## src/rtl/ecc_pkg.sv

```systemverilog
// Shared types and helpers for the GF(2^M) elliptic-curve point unit:
// FSM state enum, default reduction polynomials, mode encodings, squarer.
package ecc_pkg;

  typedef enum logic [1:0] {
    S_IDLE,
    S_INV,
    S_SLOPE,
    S_XY
  } state_t;

  localparam logic [6:0] POLY_M7 = 7'h03;
  localparam logic [7:0] POLY_M8 = 8'h1B;

  localparam logic MODE_DBL = 1'b0;
  localparam logic MODE_ADD = 1'b1;

  // Widest field the squarer supports.
  localparam int SQ_W = 64;

  // Square = spread bits to even positions, then fold the top M-1 bits
  // back down with the reduction polynomial (x^M implicit).
  function automatic logic [SQ_W-1:0] gf_sq(
    input logic [SQ_W-1:0] a,
    input int              m,
    input logic [SQ_W-1:0] poly
  );
    logic [2*SQ_W-1:0] w;
    w = '0;
    for (int i = 0; i < m; i++) w[2*i] = a[i];
    for (int k = 2*m-2; k >= m; k--) begin
      if (w[k]) begin
        w[k] = 1'b0;
        for (int j = 0; j < m; j++) w[k-m+j] = w[k-m+j] ^ poly[j];
      end
    end
    return w[SQ_W-1:0];
  endfunction

endpackage

```

## src/rtl/ec_point_unit_gf_mul.sv

```systemverilog
// Combinational GF(2^M) multiplier, polynomial basis, reduced mod POLY.
// Ports: a, b (M-bit operands) -> p (M-bit product).
module gf_mul
  import ecc_pkg::*;
#(
  parameter int          M    = 7,
  parameter logic [M-1:0] POLY = POLY_M7
) (
  input  logic [M-1:0] a,
  input  logic [M-1:0] b,
  output logic [M-1:0] p
);

  logic [M-1:0] acc;
  logic [M-1:0] sh;

  // sh walks a*x^i mod POLY; acc gathers the terms selected by b.
  always_comb begin
    acc = '0;
    sh  = a;
    for (int i = 0; i < M; i++) begin
      if (b[i]) acc = acc ^ sh;
      sh = {sh[M-2:0], 1'b0} ^ (sh[M-1] ? POLY : '0);
    end
    p = acc;
  end

endmodule

```

## src/rtl/ec_point_unit.sv

```systemverilog
// Sequential EC point double / add over GF(2^M), fixed M-cycle latency.
// Ports: clk, rst (async high), start, mode, p_x/p_y, q_x/q_y in;
// ready, done, r_x/r_y out. Under ECPU_INF_EN: p_inf, q_inf in, r_inf out.
module ec_point_unit
  import ecc_pkg::*;
#(
  parameter int           M       = 7,
  parameter logic [M-1:0] POLY    = POLY_M7,
  parameter logic [M-1:0] CURVE_A = M'(1)
) (
  input  logic         clk,
  input  logic         rst,
  input  logic         start,
  input  logic         mode,
  input  logic [M-1:0] p_x,
  input  logic [M-1:0] p_y,
  input  logic [M-1:0] q_x,
  input  logic [M-1:0] q_y,
  output logic         ready,
  output logic         done,
  output logic [M-1:0] r_x,
  output logic [M-1:0] r_y
`ifdef ECPU_INF_EN
  ,
  input  logic         p_inf,
  input  logic         q_inf,
  output logic         r_inf
`endif
);

  localparam int CW = $clog2(M + 1);
  localparam logic [SQ_W-1:0] POLY_W = SQ_W'(POLY);

  state_t       st_q, st_d;
  logic [CW-1:0] cnt_q, cnt_d;
  logic [M-1:0] t_q, t_d, den_q, den_d, num_q, num_d, lam_q, lam_d;
  logic [M-1:0] px_q, px_d, py_q, py_d, qx_q, qx_d, qy_q, qy_d;
  logic [M-1:0] rx_q, rx_d, ry_q, ry_d;
  logic         dbl_q, dbl_d, done_q, done_d, ready_q, ready_d;
`ifdef ECPU_INF_EN
  logic         add_q, add_d, pinf_q, pinf_d, qinf_q, qinf_d;
  logic         rinf_q, rinf_d;
  logic         same;
`endif

  logic [M-1:0]    sq_in, sq_o, x3, mul_a, mul_b, prod;
  logic [SQ_W-1:0] sq_w;
  logic            dbl_in;

  gf_mul #(.M(M), .POLY(POLY)) u_mul (
    .a (mul_a),
    .b (mul_b),
    .p (prod)
  );

  // One squarer: t in INV/SLOPE, lambda in XY.
  assign sq_in = (st_q == S_XY) ? lam_q : t_q;
  assign sq_w  = gf_sq(SQ_W'(sq_in), M, POLY_W);
  assign sq_o  = sq_w[M-1:0];
  assign x3    = sq_o ^ lam_q ^ CURVE_A ^ (dbl_q ? '0 : (px_q ^ qx_q));

  always_comb begin
    st_d    = st_q;
    cnt_d   = cnt_q;
    t_d     = t_q;
    den_d   = den_q;
    num_d   = num_q;
    lam_d   = lam_q;
    px_d    = px_q;
    py_d    = py_q;
    qx_d    = qx_q;
    qy_d    = qy_q;
    rx_d    = rx_q;
    ry_d    = ry_q;
    dbl_d   = dbl_q;
    done_d  = 1'b0;
    ready_d = ready_q;
    mul_a   = sq_o;
    mul_b   = den_q;
    dbl_in  = (mode == MODE_DBL);
`ifdef ECPU_INF_EN
    add_d   = add_q;
    pinf_d  = pinf_q;
    qinf_d  = qinf_q;
    rinf_d  = rinf_q;
    // P == Q in add mode is routed through the doubling path.
    same    = (p_x == q_x) && (p_y == q_y);
    dbl_in  = (mode == MODE_DBL) || same;
`endif
    unique case (st_q)
      S_IDLE: begin
        if (start) begin
          px_d    = p_x;
          py_d    = p_y;
          qx_d    = q_x;
          qy_d    = q_y;
          dbl_d   = dbl_in;
          den_d   = dbl_in ? p_x : (p_x ^ q_x);
          num_d   = dbl_in ? p_y : (p_y ^ q_y);
          t_d     = dbl_in ? p_x : (p_x ^ q_x);
          cnt_d   = '0;
          ready_d = 1'b0;
          st_d    = S_INV;
`ifdef ECPU_INF_EN
          add_d   = (mode == MODE_ADD);
          pinf_d  = p_inf;
          qinf_d  = q_inf;
`endif
        end
      end
      S_INV: begin
        t_d   = prod;
        cnt_d = cnt_q + 1'b1;
        if (cnt_q == CW'(M - 3)) st_d = S_SLOPE;
      end
      S_SLOPE: begin
        // sq_o is den^-1 here; num already holds p_y for a double.
        mul_b = num_q;
        lam_d = prod ^ (dbl_q ? px_q : '0);
        st_d  = S_XY;
      end
      S_XY: begin
        mul_a   = lam_q;
        mul_b   = px_q ^ x3;
        rx_d    = x3;
        ry_d    = prod ^ x3 ^ py_q;
`ifdef ECPU_INF_EN
        rinf_d  = 1'b0;
        if (pinf_q) begin
          rx_d   = add_q ? qx_q : '0;
          ry_d   = add_q ? qy_q : '0;
          rinf_d = add_q ? qinf_q : 1'b1;
        end else if (add_q && qinf_q) begin
          rx_d = px_q;
          ry_d = py_q;
        end else if ((!dbl_q && px_q == qx_q) ||
                     (dbl_q && px_q == '0)) begin
          rx_d   = '0;
          ry_d   = '0;
          rinf_d = 1'b1;
        end
`endif
        done_d  = 1'b1;
        ready_d = 1'b1;
        st_d    = S_IDLE;
      end
      default: st_d = S_IDLE;
    endcase
  end

  always_ff @(posedge clk or posedge rst) begin
    if (rst) begin
      st_q    <= S_IDLE;
      cnt_q   <= '0;
      t_q     <= '0;
      den_q   <= '0;
      num_q   <= '0;
      lam_q   <= '0;
      px_q    <= '0;
      py_q    <= '0;
      qx_q    <= '0;
      qy_q    <= '0;
      rx_q    <= '0;
      ry_q    <= '0;
      dbl_q   <= 1'b0;
      done_q  <= 1'b0;
      ready_q <= 1'b1;
`ifdef ECPU_INF_EN
      add_q   <= 1'b0;
      pinf_q  <= 1'b0;
      qinf_q  <= 1'b0;
      rinf_q  <= 1'b0;
`endif
    end else begin
      st_q    <= st_d;
      cnt_q   <= cnt_d;
      t_q     <= t_d;
      den_q   <= den_d;
      num_q   <= num_d;
      lam_q   <= lam_d;
      px_q    <= px_d;
      py_q    <= py_d;
      qx_q    <= qx_d;
      qy_q    <= qy_d;
      rx_q    <= rx_d;
      ry_q    <= ry_d;
      dbl_q   <= dbl_d;
      done_q  <= done_d;
      ready_q <= ready_d;
`ifdef ECPU_INF_EN
      add_q   <= add_d;
      pinf_q  <= pinf_d;
      qinf_q  <= qinf_d;
      rinf_q  <= rinf_d;
`endif
    end
  end

  assign ready = ready_q;
  assign done  = done_q;
  assign r_x   = rx_q;
  assign r_y   = ry_q;
`ifdef ECPU_INF_EN
  assign r_inf = rinf_q;
`endif

endmodule

```

## config.mk

```make
export PLATFORM = sky130hd
export DESIGN_NAME = ec_point_unit
export DESIGN_NICKNAME = d
export VERILOG_FILES = /design/src/rtl/ecc_pkg.sv /design/src/rtl/ec_point_unit_gf_mul.sv /design/src/rtl/ec_point_unit.sv
export SDC_FILE = /design/constraint.sdc
export NUM_CORES = 1
export LEC_CHECK = 0
export CAP_MARGIN = 0
export CORE_MARGIN = 5
export CORE_UTILIZATION = 30
export DETAILED_ROUTE_END_ITERATION = 16
export PLACE_DENSITY = 0.5
export SYNTH_ARGS = -nofsm -noshare
export SYNTH_HDL_FRONTEND = slang
export SYNTH_SLANG_ARGS = --single-unit
export TNS_END_PERCENT = 30
```

## constraint.sdc

```tcl
create_clock -name clk -period 2.9 [get_ports clk]
set_clock_uncertainty 0.15 [all_clocks]
set_input_delay 0.29 -clock clk [delete_from_list [all_inputs] [get_ports clk]]
set_output_delay 0.29 -clock clk [all_outputs]
set_load 0.02 [all_outputs]
```

==> flow_summary.ini <==
[logic_synthesis]
syn_area_mm2 = 0.00470
synthCells = 484
syn_avg_cell_area_um2 = 9.70
synth_nets = 523
ys_seq_area_share_pct = 37.9
synth-seq-cells = 71
synth_cell_types = 41
yosysWarnings = 0

[timing]
timing.fmax_mhz = 335
slew_violations = 0
fin_setup_tns_ns = -0.398
finalSetupViolCount = 9
finalHoldViolCount = 0
slew_headroom_pct = 68.3
fin_ws_ns = -0.0874
fin_crit_sh_pct = 103
rsz0062_at_grt = true
layout_min_cycle_time_ns = 2.99
worst_pin_slew_ns = 0.475

[routing]
num_vias = 3704
vias_per_cell = 4.57
dr.pass1.iters = 4
drcViolationCount = 0
routed_wl_mm = 12.3
wl_per_cell_um = 15.2
drt_iter0_drc = 127
detail-route-antenna-nets = 0

[place]
place_hpwl_mm = 9.32
portBuffers = 47
place_congestion = 0.856

[die]
ios = 48
core_area_mm2 = 0.0153
die_area_mm2 = 0.0183
initial_core_util_pct = 30.8
die_w_um = 135
die_h_um = 135
core.rowCount = 45

[global_route]
use_met1_pct = 19.1
antenna_found_initial = 0
grtUsageMet2_pct = 21.9
grt_pass1_vias = 3829
grt_max_degree = 72
gr-total-overflow = 0
grtUsageTotal_pct = 14.1
use_met3_pct = 2.72
busiest_layer = met2
grt_pass1_wl_mm = 20.1

[worst_setup_path]
cp-end-kind = flop
crit_path_cell_trace = buf_6 -> mux2_4 -> xnor3_2 -> buf_4 -> a32oi_2 -> xnor3_1 -> xnor2_2 -> xnor2_4 -> xor2_1 -> mux2_4
worstPathRequired_ns = 2.97
path_common_cell = mux2_4
critPathMaxFanout = 3
path_class = reg2reg
crit_slowest_cell = xnor3_2
arrival_ns = 3.06
critPathMaxStageDelay_ns = 0.42
setup.worst_path.start_class = flop
crit_buf_inv = 2
crit_family = XOR/XNOR gates

[clock_network]
root_buffer = clkbuf_16
clock_latency_ns = 0.34
cts_hold_buf = 0
cts_tree = built
cts_inserted_buffers = 9
clock-sinks = 71
path_clk_slew_ns = 0.06
htreeDepth = 3
clockBufferDepth = 2

[status]
status = finished, violations left
violations = negative setup slack

[final_layout]
n_antenna_cell = 0
drive_gt1_share_pct = 27.7
nFillCells = 1507
area_growth_pct = 37.8
final_nets = 636

[hold_path]
hold_class = in2async

[job]
drv_cap = 0
-- timing repair --
item | in CTS | in global routing
endpoints found under the setup margin | 20 | 21
setup buffers | 2 | 6
pin swaps | 10 | 17
gates resized for setup | 25 | 23
gates cloned | 1 | 0
-- layout by cell type (no fill, tap or decap), types with 5 or more instances in the layout --
cell type / instances
nand2b_1: 7
inv_1: 7
a21oi_1: 25
xnor3_1: 6
nand2_1: 68
a22o_1: 9
o21ai_0: 24
xnor2_2: 9
clkbuf_16: 9
xor2_1: 33
xnor2_1: 52
dfrtp_1: 69
nor2_1: 48
mux2i_1: 10
mux2_2: 28
buf_6: 7
buf_4: 69
clkdlybuf4s50_1: 47
ha_1: 5
-- per-stage QoR --
step           cell area (um^2)  hold WS [ns]  instances  util [%]  setup slack (ns)
2_1_floorplan              4700         0.213        484         -           0.00961
3_3_place_gp               5870         0.329        788      38.5            -0.138
3_5_place_dp               5870         0.329        788      38.5            -0.228
4_1_cts                    6300         0.216        805      41.3           -0.0402
5_1_grt                    6470         0.242        811      42.4            -0.147
6_report                   6470         0.188        811      42.4           -0.0874
-- cell families after synthesis --
kind of cell	count (synthesis)	synth area share, %
and+or+nand+nor	138	12.0
xor gates and xnor gates	108	23.4
AOI/OAI and AO/OA	82	10.8
DFF	71	37.9
muxes	45	10.7
buffers and inverters	33	3.28
adders and majority gates	7	1.87
-- tightest hold or removal path, delay by kind of cell --
kind | cells | cell delay (ns)
buf+inv | 3 | 0.79
-- metal layers --
metal  wire (um)  share of wire [%]
met5           0                  0
met2        5620                 45
met1        5880                 48
met4         307                2.5
met3         544                4.4
-- cell type report --
cell class	instances	area, um^2	share of cell area (%)
Tap cell	211	264	4.08
Inverter	9	36.3	0.561
Timing Repair Buffer	126	1120	17.3
Sequential cell	71	1780	27.5
Multi-Input combinational cell	380	2960	45.7
Clock buffer	11	243	3.75
Clock inverter	3	68.8	1.06
-- Yosys cell counts, drive strengths merged --
library cell  number  share of area, %
clkbuf            10              0.80
mux2              30               7.3
a32oi              1              0.35
inv                9              0.72
a31oi              2              0.27
nor2              51               4.1
dfrtp             70                37
xnor2             63                12
o21ai             29               3.1
o211ai             2              0.32
a22oi              2              0.32
dfstp              1              0.56
a211oi             1              0.16
o22ai              2              0.27
xnor3              8               3.8
o21a               1              0.16
nand2b             7              0.93
nand3              3              0.32
a21boi             2              0.32
and2               3              0.40
a22o               9               1.7
xor2              37               7.4
nor2b              5              0.67
mux2i             15               3.5
ha                 7               1.9
buf               14               1.8
a221oi             1              0.32
nand2             69               5.5
a21oi             30               3.6
-- state kept, by name, summed over array words and instances (netlist names), 3 cells and up --
signal,count
r_y,7
px_q,7
lam_q,7
cnt_q,3
qx_q,7
t_q,7
r_x,7
num_q,7
den_q,7
py_q,7
-- worst paths after layout --
kind	slack, ns	to	from	depth (start not counted)
setup / recovery	-0.09	lam_q[3]	dbl_q	10
hold / removal	0.19	py_q[6]	rst	3
setup reg to reg	-0.09	lam_q[3]	dbl_q	10
hold reg to reg	0.34	num_q[3]	num_q[3]	2
max in group asynchronous	2.08	r_y[2]	rst	3
min in group clk	0.34	num_q[3]	num_q[3]	2
Power is left out: the tool's default activity adds up to more than one toggle a clock period on the data nets, which glitch-free logic cannot reach.
